File: src/rtl/name_table_pkg.sv
// Shared name-table constants, FSM encoding and beat helpers for the name CAM and streamer.
// Defining NAME_STREAM_NUL_EN appends a single 8'h00 terminator beat to every streamed name.
package name_table_pkg;

    localparam int CHAR_W  = 8;
    localparam int MAX_LEN = 8;
    localparam int ADDR_W  = 3;
    localparam int DATA_W  = MAX_LEN * CHAR_W;
    localparam int LEN_W   = 4;
    localparam int ENTRY_W = LEN_W + DATA_W;
    localparam int CNT_W   = LEN_W + 1;

    typedef enum logic {
        ST_IDLE,
        ST_SEND
    } state_t;

    // Character k sits in byte k of the data field, so the first letter is the low byte.
    localparam logic [ENTRY_W-1:0] ENTRY_LEO    = {4'd3, 64'h0000_0000_004F_454C};
    localparam logic [ENTRY_W-1:0] ENTRY_AARON  = {4'd5, 64'h0000_004E_4F52_4141};
    localparam logic [ENTRY_W-1:0] ENTRY_HOLLY  = {4'd5, 64'h0000_0059_4C4C_4F48};
    localparam logic [ENTRY_W-1:0] ENTRY_DAVID  = {4'd5, 64'h0000_0044_4956_4144};
    localparam logic [ENTRY_W-1:0] ENTRY_CLAIRE = {4'd6, 64'h0000_4552_4941_4C43};
    localparam logic [ENTRY_W-1:0] ENTRY_FRANK  = {4'd5, 64'h0000_004B_4E41_5246};
    localparam logic [ENTRY_W-1:0] ENTRY_LANCE  = {4'd5, 64'h0000_0045_434E_414C};
    localparam logic [ENTRY_W-1:0] ENTRY_RYAN   = {4'd4, 64'h0000_0000_4E41_5952};

    function automatic logic [CNT_W-1:0] beat_count(input logic [LEN_W-1:0] len);
`ifdef NAME_STREAM_NUL_EN
        return {1'b0, len} + CNT_W'(1);
`else
        return {1'b0, len};
`endif
    endfunction

    // Beats at or past the name length read as NUL, which also covers the terminator beat.
    function automatic logic [CHAR_W-1:0] char_at(input logic [DATA_W-1:0] data,
                                                  input logic [LEN_W-1:0]  len,
                                                  input logic [CNT_W-1:0]  k);
        logic [CHAR_W-1:0] c;
        c = '0;
        for (int i = 0; i < MAX_LEN; i++) begin
            if ((CNT_W'(i) == k) && (k < {1'b0, len})) begin
                c = data[i*CHAR_W +: CHAR_W];
            end
        end
        return c;
    endfunction

endpackage

File: src/rtl/name_table.sv
// Combinational name ROM: entry address to {len, data}, shared contents with the name CAM.
module name_table
    import name_table_pkg::*;
(
    input  logic [ADDR_W-1:0]  addr_i,
    output logic [ENTRY_W-1:0] entry_o
);

    always_comb begin
        entry_o = '0;
        case (addr_i)
            3'd0:    entry_o = ENTRY_LEO;
            3'd1:    entry_o = ENTRY_AARON;
            3'd2:    entry_o = ENTRY_HOLLY;
            3'd3:    entry_o = ENTRY_DAVID;
            3'd4:    entry_o = ENTRY_CLAIRE;
            3'd5:    entry_o = ENTRY_FRANK;
            3'd6:    entry_o = ENTRY_LANCE;
            3'd7:    entry_o = ENTRY_RYAN;
            default: entry_o = '0;
        endcase
    end

endmodule

File: src/rtl/name_streamer.sv
// Streams the name stored at a table address one character per beat over a valid/ready port.
// Build with NAME_STREAM_NUL_EN defined to end every name with a NUL beat carrying out_last.
module name_streamer
    import name_table_pkg::*;
(
    input  logic              clk,
    input  logic              reset,
    input  logic              req_valid,
    output logic              req_ready,
    input  logic [ADDR_W-1:0] req_addr,
    output logic              out_valid,
    input  logic              out_ready,
    output logic [CHAR_W-1:0] out_char,
    output logic              out_last,
    output logic              busy
);

    logic [ENTRY_W-1:0] romEntry;
    logic [LEN_W-1:0]   romLen;
    logic [DATA_W-1:0]  romData;

    state_t             state_q;
    logic [DATA_W-1:0]  word_q;
    logic [LEN_W-1:0]   len_q;
    logic [CNT_W-1:0]   idx_q;
    logic [CNT_W-1:0]   idx_d;
    logic               out_valid_q;
    logic [CHAR_W-1:0]  out_char_q;
    logic               out_last_q;
    logic               busy_q;

    name_table u_table (
        .addr_i  (req_addr),
        .entry_o (romEntry)
    );

    assign romLen  = romEntry[ENTRY_W-1 -: LEN_W];
    assign romData = romEntry[DATA_W-1:0];
    assign idx_d   = idx_q + CNT_W'(1);

    // A zero-beat entry is accepted but never leaves IDLE, so nothing is emitted for it.
    always_ff @(posedge clk or posedge reset) begin
        if (reset) begin
            state_q     <= ST_IDLE;
            word_q      <= '0;
            len_q       <= '0;
            idx_q       <= '0;
            out_valid_q <= 1'b0;
            out_char_q  <= '0;
            out_last_q  <= 1'b0;
            busy_q      <= 1'b0;
        end else begin
            case (state_q)
                ST_IDLE: begin
                    if (req_valid && (beat_count(romLen) != '0)) begin
                        state_q     <= ST_SEND;
                        word_q      <= romData;
                        len_q       <= romLen;
                        idx_q       <= '0;
                        out_valid_q <= 1'b1;
                        out_char_q  <= char_at(romData, romLen, '0);
                        out_last_q  <= (beat_count(romLen) == CNT_W'(1));
                        busy_q      <= 1'b1;
                    end
                end
                ST_SEND: begin
                    if (out_ready) begin
                        if (out_last_q) begin
                            state_q     <= ST_IDLE;
                            idx_q       <= '0;
                            out_valid_q <= 1'b0;
                            out_char_q  <= '0;
                            out_last_q  <= 1'b0;
                            busy_q      <= 1'b0;
                        end else begin
                            idx_q      <= idx_d;
                            out_char_q <= char_at(word_q, len_q, idx_d);
                            out_last_q <= (idx_d == beat_count(len_q) - CNT_W'(1));
                        end
                    end
                end
                default: state_q <= ST_IDLE;
            endcase
        end
    end

    assign req_ready = (state_q == ST_IDLE);
    assign out_valid = out_valid_q;
    assign out_char  = out_char_q;
    assign out_last  = out_last_q;
    assign busy      = busy_q;

endmodule

File: config.mk
export PLATFORM = sky130hd
export DESIGN_NAME = name_streamer
export DESIGN_NICKNAME = d
export VERILOG_FILES = /design/src/rtl/name_table_pkg.sv /design/src/rtl/name_table.sv /design/src/rtl/name_streamer.sv
export SDC_FILE = /design/constraint.sdc
export NUM_CORES = 1
export LEC_CHECK = 0
export CORE_ASPECT_RATIO = 0.5
export CORE_MARGIN = 2
export CORE_UTILIZATION = 55
export DETAILED_ROUTE_END_ITERATION = 12
export PLACE_DENSITY = 0.75
export SLEW_MARGIN = 20
export SYNTH_ARGS = -nofsm -noshare
export SYNTH_HDL_FRONTEND = slang
export SYNTH_SLANG_ARGS = --single-unit
File: constraint.sdc
create_clock -name clk -period 3.5 [get_ports clk]
set_input_delay 0.7 -clock clk [delete_from_list [all_inputs] [get_ports clk]]
set_output_delay 0.7 -clock clk [all_outputs]
set_load 0.05 [all_outputs]
==> reports/results.ini <==
[sta]
final.setup.tns_ps=0
finClkSkew_ps=6.92
finalHoldViolCount=0
finalMaxSlewViolations=0
timing.final.crit_share_pct=90.3
setup_violations=0
fin_ws_ps=339
hold_ws_ps=501
slew_headroom_pct=46.0
fin_crit_ps=3160
worst_pin_slew_ps=804
fmax_ghz=0.316
rsz0062_at_grt=no

[logic_synthesis]
yosysMostFrequentCell=nand2_1
synth_edf_count=0
ys_top_cells_by_area=dfrtp_1, nand2_1, ha_1, o21ai_0, inv_1
synth-compound-area-share_pct=21.3
synth_ff_type=dfrtp_1
synthCells=304
ys_seq_area_share_pct=40.5
syn_area_per_cell_um2=8.74
yosysUniqueCellTypes=51
synth_top_cells_by_count=nand2_1, dfrtp_1, o21ai_0
synth_xor_area_share_pct=3.34
yosys_warnings=0
synth_top_area_share_pct=40.5
synth_top_family_by_area=compound AO/OA/AOI/OAI gates
synthSimpleGateAreaFrac_pct=19.5
synth.cell_area_um2=2660
yosys.area.top_type=dfrtp_1
synth-seq-cells=43
synth.area.mux_share_pct=0.377
async_reset_ff_share_pct=100
synth-adder-area-share_pct=7.07

[run]
cap_viol_max_count=0

[finish]
diodes=0
drive_gt1_share_pct=7.03
final_cells=379
stdcell_area_um2=2930
area_growth_pct=10.3
postLayoutCoreUtil_pct=64.7
final_nets=334

[routing]
vias_per_cell=6.06
wire_per_inst_um=17.2
drt_iter0_markers=273
drt_first_pass_iters=5
wirelength_um=6500
vias=2298
detail-route-antenna-nets=0
drc=0

[clock_tree]
cts_resized=0
postCtsSetupBuffers=0
cts_root_buf=clkbuf_8
hold_buffers=0
cts_made_buffers=5
cts.clk_slew.worst_paths_ps=90
cts.path.max_buffers=2
cts_tree=built
cts.sinks=43
clock_latency_ps=300
htreeDepth=2

[worst_setup_path]
r2r_end=out_char[1]
crit_path_start_kind=flop
r2r_slack_ps=340
path_max_fanout=12
cp.required_ps=3720
end_kind=flop
crit_start=idx_q[0]
critical_path_class=flop to flop
ff2ff_path_depth=10
crit_end=out_char[1]
critPathArrivalTime_ps=3380
r2r-start=idx_q[0]

[place]
place_ws_ps=474
place_area_um2=2810
dp_hpwl_um=4720
portBuffers=16
post-place-cells=371
gp_routability_congestion=0.922

[die]
rows=17
die_x_um=102
dieHeight_um=53.1
core_um2=4530
start_util_pct=58.6
die_area_um2=5440
ios=19

[pwr]
p_total_mw=3.08
p_leak_nw=1.27
powerDensity_nw_per_um2=1050
max-vdd-ir-drop_mv=0.395

[global_route]
antenna_found_initial=0
grt-ovfl-total=0
grt_pass1_vias=2090
grt_max_degree=36
grt_usage_pct=27.0
grt_pass1_wl_um=10800

[worst_hold_path]
hp-class=flop to flop

[status]
run_status=complete, no violations

-- worst min-delay path by stage --
stage / from / endpoint / slack [ps] / depth (start not counted)
6_report: out_char[6] / out_char[6] / 500 / 2
3_5_place_dp: word_q[1] / word_q[1] / 470 / 2
4_1_cts: word_q[1] / word_q[1] / 490 / 2
5_1_grt: word_q[1] / word_q[1] / 530 / 2
3_3_place_gp: word_q[42] / word_q[42] / 460 / 2
2_1_floorplan: word_q[33] / word_q[33] / 430 / 2
-- metal layers --
metal	track usage [%]	part of all wire, %	vias to the layer above
met3	5.81	6.7	8
li1	-	-	1073
met4	7.11	0.89	0
met2	39.5	43	93
met5	0	0	-
met1	40.2	50	1124
-- kinds of logic after synthesis --
kind of cell / count (synthesis)
xor+xnor: 8
compound gates: 84
simple gates: 111
flops: 43
mux: 1
other cells: 1
fa+ha+maj: 15
buf+inv: 41
-- registers in the layout (all words and copies together), names as in the netlist --
name and count:
word_q 27, idx_q 5, len_q 2, out_valid 1
state_q 1, out_char 6, out_last 1
-- report_power, final --
part,switching (mW),total (mW),internal [mW]
clock network,0.195,0.412,0.217
logic,1.06,1.74,0.676
registers,0.212,0.934,0.721
-- cell usage in the layout, fill, tap and decap left out, types with 2 or more instances in the layout --
cell type and n:
o22ai_1 2, o221ai_1 2, a22oi_1 2, and2_1 3, clkbuf_8 5, ha_1 15
nand3_1 4, o21ai_0 33, nor3_1 6, a21oi_1 13, clkdlybuf4s50_1 16, a211oi_1 2
nor2_1 15, nor4_1 7, a32oi_1 2, nand2b_1 7, conb_1 2, o211ai_1 3
buf_4 6, o311ai_0 2, a31oi_1 10, nand2_1 57, xnor2_1 6, inv_1 17
nand3b_1 3, nor2b_1 4, dfrtp_1 43
-- critical path, cell delays in order, from the launching register on --
cell      delay, ps
dfrtp_1         570
ha_1            460
xnor2_4         220
inv_2            70
ha_1            290
a21oi_1         130
o21ai_0         100
buf_4           180
nor4_1          540
o311ai_0        260
a211oi_1        250
-- layout make-up --
class | count | area, µm²
Inverter | 19 | 71.3
Multi-Input combinational cell | 221 | 1380
Fill cell | 374 | 1600
Clock inverter | 3 | 47.5
Tap cell | 66 | 82.6
Timing Repair Buffer | 22 | 205
Clock buffer | 5 | 68.8
Sequential cell | 43 | 1080
Power figures use the tool's default switching activity.
